==> src/rtl/dram_resp_queue.sv <==
// In-order read return FIFO: each entry carries its data and a latency
// countdown; the head may leave only once its countdown has reached zero.
module dram_resp_queue #(
  parameter int DW       = 64,
  parameter int LAT      = 8,
  parameter int OUTSTAND = 4
) (
  input  logic          clk_i,
  input  logic          rst_ni,
  input  logic          push_i,
  input  logic [DW-1:0] push_data_i,
  input  logic          pop_i,
  output logic          head_valid_o,
  output logic          head_ready_o,
  output logic [DW-1:0] head_data_o,
  output logic          full_o
);

  localparam int CNT_W = $clog2(LAT + 1);
  localparam int PTR_W = (OUTSTAND > 1) ? $clog2(OUTSTAND) : 1;
  localparam int OCC_W = $clog2(OUTSTAND + 1);
  localparam logic [CNT_W-1:0] CNT_INIT = CNT_W'(LAT - 1);
  localparam logic [PTR_W-1:0] PTR_LAST = PTR_W'(OUTSTAND - 1);
  localparam logic [OCC_W-1:0] OCC_MAX  = OCC_W'(OUTSTAND);

  typedef struct packed {
    logic [DW-1:0]    data;
    logic [CNT_W-1:0] cnt;
  } entry_t;

  entry_t [OUTSTAND-1:0] ent_q, ent_d;
  logic   [OUTSTAND-1:0] vld_q, vld_d;
  logic   [PTR_W-1:0]    rd_ptr_q, rd_ptr_d, wr_ptr_q, wr_ptr_d;
  logic   [OCC_W-1:0]    occ_q, occ_d;

  function automatic logic [PTR_W-1:0] ptr_inc(input logic [PTR_W-1:0] p);
    return (p == PTR_LAST) ? '0 : p + PTR_W'(1);
  endfunction

  assign head_valid_o = vld_q[rd_ptr_q];
  assign head_ready_o = (ent_q[rd_ptr_q].cnt == '0);
  assign head_data_o  = ent_q[rd_ptr_q].data;
  assign full_o       = (occ_q == OCC_MAX);

  // Push after pop so a full queue can refill the slot it frees in the same cycle
  always_comb begin
    ent_d    = ent_q;
    vld_d    = vld_q;
    rd_ptr_d = rd_ptr_q;
    wr_ptr_d = wr_ptr_q;
    for (int i = 0; i < OUTSTAND; i++) begin
      if (vld_q[i] && (ent_q[i].cnt != '0)) begin
        ent_d[i].cnt = ent_q[i].cnt - CNT_W'(1);
      end
    end
    if (pop_i) begin
      vld_d[rd_ptr_q] = 1'b0;
      rd_ptr_d        = ptr_inc(rd_ptr_q);
    end
    if (push_i) begin
      ent_d[wr_ptr_q].data = push_data_i;
      ent_d[wr_ptr_q].cnt  = CNT_INIT;
      vld_d[wr_ptr_q]      = 1'b1;
      wr_ptr_d             = ptr_inc(wr_ptr_q);
    end
    occ_d = occ_q + OCC_W'(push_i) - OCC_W'(pop_i);
  end

  always_ff @(posedge clk_i or negedge rst_ni) begin
    if (!rst_ni) begin
      ent_q    <= '0;
      vld_q    <= '0;
      rd_ptr_q <= '0;
      wr_ptr_q <= '0;
      occ_q    <= '0;
    end else begin
      ent_q    <= ent_d;
      vld_q    <= vld_d;
      rd_ptr_q <= rd_ptr_d;
      wr_ptr_q <= wr_ptr_d;
      occ_q    <= occ_d;
    end
  end

endmodule

==> config.mk <==
export PLATFORM = sky130hd
export DESIGN_NAME = dram_resp_queue
export DESIGN_NICKNAME = d
export VERILOG_FILES = /design/src/rtl/dram_resp_queue.sv
export SDC_FILE = /design/constraint.sdc
export NUM_CORES = 1
export LEC_CHECK = 0
export CAP_MARGIN = 10
export CORE_MARGIN = 2
export CORE_UTILIZATION = 39
export DETAILED_ROUTE_END_ITERATION = 8
export GPL_TIMING_DRIVEN = 0
export PLACE_DENSITY_LB_ADDON = 0.15
export SLEW_MARGIN = 10
export SYNTH_ARGS = -nofsm -noshare
export SYNTH_HDL_FRONTEND = slang
export SYNTH_SLANG_ARGS = --single-unit
==> constraint.sdc <==
create_clock -name clk_i -period 1.8 [get_ports clk_i]
set_clock_uncertainty 0.1 [all_clocks]
set_input_delay 0.18 -clock clk_i [delete_from_list [all_inputs] [get_ports clk_i]]
set_output_delay 0.18 -clock clk_i [all_outputs]
set_load 0.01 [all_outputs]
==> metrics.md <==
| Metric | Value |
|---|---|
| Outcome | `finished, violations left` |
| Failing checks | `negative setup slack` |
| Global-route usage over all layers | `16.70%` |
| HP Class | `primary input to async pin` |
| CTS root buf | `clkbuf_16` |
| Critical Path, Cell by Cell | `buf_12 > buf_12 > buf_12 > mux4_2 > buf_6` |
| Sequential share of power | `35.4%` |
| CTS tree | `built` |
| FFs w/ async S/R, synth | `100.0%` |
| First-pass GRT wire length | `44.01 mm` |
| Warnings, synthesis | `0` |
| Setup-failing EPs final | `66` |
| Gate power share | `44.7%` |
| Die width | `between 150 and 200 um` |
| Vias in the first global route | `7,728` |
| Post-synthesis sequential area ratio | `between 50% and 60%` |
| Area Overhead vs Synth | `29.01%` |
| Grt peak-use layer | `met2` |
| Synthesized area | `about 13,000 sq um` |
| Most frequent cell on the critical path | `buf_12` |
| Total Nets Final | `1,055` |
| Layout cells sized above 1 | `between 40% and 50%` |
| Fmax | `roughly 430 MHz` |
| RePlAce Congestion | `0.7186` |
| Psw | `0.009522 W` |
| Seq cells post-synth | `about 280` |
| Highest-delay cell along the critical path | `mux4_2` |
| Total Wirelength | `27.24 mm` |
| Clock tree buffer depth | `3` |
| Routed WL per cell | `19.47 um` |
| Hpwl dp | `17.18 mm` |
| Top Ports | `135` |
| Met3 Track Usage GR | `between 3 and 4%` |
| Row cnt | `65` |
| Initial DRC Count | `335` |
| Crit path max-delay family | `buffers and inverters` |
| Internal | `between 0.02 and 0.025 W` |
| Via Count | `7,163` |
| Slew @ Worst Pin | `0.5453 ns` |
| PortBufs | `134` |
| PnR worst setup slack | `-0.5408 ns` |
| Switch share | `between 30% and 40%` |
| Maxcap violations | `0` |
| TritonCTS Buffers | `31` |
| Most frequent cells in the layout | `283 x dfrtp_1, 208 x mux2_2, 66 x clkdlybuf4s50_1` |
| Fin area | `16,140 sq um` |
| Syn Area/Cell | `15.97 sq um` |
| Crit share post-route | `130.0%` |
| Post-route ant nets | `0` |
| WP buf/inv | `4` |
| Post-Place Setup Slack | `-0.6678 ns` |
| Starting Density | `between 30% and 40%` |
| Clock power frac | `19.9%` |
| RR Startpoint | `wr_ptr_q[0]` |
| Ys flop type | `dfrtp_1` |
| Reg2reg path depth | `5` |
| Synth cell types | `35` |
| Syn nets | `slightly below 900` |
| Placed Area | `14,440 sq um` |
| Leakage | `6.953 nW` |
| FILL cells | `~2,700` |
| Final hold vios | `0` |
| Most common library cell in the layout ignoring fill and taps | `dfrtp_1` |
| First-pass iteration count of the detailed router | `4` |
| Nature of the critical path endpoint | `output port` |
| Met1 Track Usage GR | `23.38%` |
| Crit Path Class | `flip-flop to output port` |
| Largest net degree at the start of global routing | `90` |
| Max Fanout on Critical Path | `6` |
| Die Y | `183.1 um` |
| Post-synth EDFFs | `0` |
| Required @ worst endpoint | `~1.5 ns` |
| Max-slew headroom | `63.31%` |
| Post-route DRC | `0` |
| Clock period minus worst slack | `2.341 ns` |
| TritonCTS Sinks | `283` |
| Hold WS | `0.05749 ns` |
| Core area | `31,560 sq um` |
| RSZ-0062 raised after global routing | `yes` |
| Max VDD drop | `979.2 uV` |
| Area taken by multi-input logic gates | `5159 sq um` |
| Pwr Density | `1954 nW/um^2` |
| Worst-Skew Late Latency | `0.54 ns` |
| Die area | `33,520 sq um` |
| Register area | `7082 sq um` |
| CP peak stage delay | `0.54 ns` |
| Crit path DAT | `2.06 ns` |
| Vias per cell | `roughly 5.1` |
| Clock-pin slew on the worst setup and hold paths | `0.06 ns` |
| Met2 Track Usage GR | `27.39%` |
| CP startpoint kind | `flip-flop` |
| Global route overflow | `0` |
| R2R setup slack | `0.05 ns` |
| Final Max Tran Viols | `0` |
| H-tree level count | `1` |
| Initial antenna violation count | `1` |
| Post-Syn Instances | `783` |
-- how the worst max path moves through the flow --
stage,start,endpoint,slack [ns],cells past startpoint
global route,rd_ptr_q[0],head_data_o[28],-0.62,5
floorplan,wr_ptr_q[0],flip-flop,0.14,6
global placement,rst_ni,async pin,-12.46,1
finish,rd_ptr_q[0],head_data_o[28],-0.54,5
detailed placement,rd_ptr_q[1],head_data_o[48],-0.67,5
CTS,rd_ptr_q[0],head_data_o[22],-0.63,6
-- final cells by class --
type | instances | area share, %
tap | 402 | 3.117
clock buffer | 44 | 5.544
antenna | 1 | 0.01551
buffer | 47 | 3.164
clock inverter | 13 | 0.7599
timing repair buffer | 157 | 11.07
sequential | 283 | 43.89
inverter | 20 | 0.4653
multi-input combinational | 432 | 31.97
-- repair_timing --
action	CTS	global route
hold buffers	1	0
pin swaps	1	3
resized for setup	397	46
hold endpoints to repair	283	0
setup buffers	9	5
setup endpoints to repair	301	199
gates cloned	6	1
-- kinds of logic (layout without fill, tap and decap cells) --
family                     count (synthesis)  after routing  share of synthesized area, %
adders and majority gates                 15             15                         1.561
AOI/OAI and AO/OA                         32             32                         1.581
buffers and inverters                     68            281                         2.801
other                                      0              1                             0
xor gates and xnor gates                   2              2                        0.1401
muxes                                    322            322                         34.83
DFF                                      283            283                         56.62
and+or+nand+nor                           61             61                         2.461
-- power groups by stage --
| stage | Clock (W) | Combinational [W] | Sequential (W) |
|---|---|---|---|
| 6_report | 0.00627 | 0.0141 | 0.0112 |
| 5_1_grt | 0.00675 | 0.0152 | 0.0116 |
| 4_1_cts | 0.00646 | 0.0138 | 0.0112 |
| 3_5_place_dp | 0 | 0.0128 | 0.0112 |
| 3_3_place_gp | 0 | 0.0126 | 0.0112 |
| 2_1_floorplan | 0 | 0.00812 | 0.0107 |
-- cells in the mapped netlist (5+ instances only) --
library cell  instances  area (sq um)
o21ai_0              10         50.05
clkbuf_1              7         26.28
and3_1                7         43.79
inv_1                20         75.07
nand2_1              26         97.59
mux4_2               65          1464
buf_2                28         140.1
buf_4                 8         60.06
mux2_2              208          2342
a21oi_1              11         55.05
dfrtp_1             283          7082
ha_1                 14         175.2
mux2_1               48         540.5
nand3_1               5         25.02
nor3_1                5         25.02
-- routing by layer --
metal	routed length, um	share of wire [%]	vias to the layer above
met5	0	0	-
met4	425	1.6	0
met3	1186	4.4	29
met2	12880	47	106
met1	12740	47	3743
li1	-	-	3285
-- stage by stage --
step	cells	utilization [%]	setup TNS [ns]	power, W
2_1_floorplan	783	-	0	0.01884
3_3_place_gp	1319	45.48	-3618.70	0.02382
3_5_place_dp	1322	45.76	-107.35	0.02404
4_1_cts	1395	50.53	-34.90	0.03139
5_1_grt	1398	51.13	-37.54	0.03357
6_report	1399	51.13	-33.03	0.03153
-- worst register-to-register path, stage by stage, from the launching register on --
cell and delay [ns]:
dfrtp_1 0.43, ha_2 0.25, nand2_4 0.14, buf_8 0.19, buf_6 0.18, mux2_1 0.33
Power figures use the tool's default switching activity.
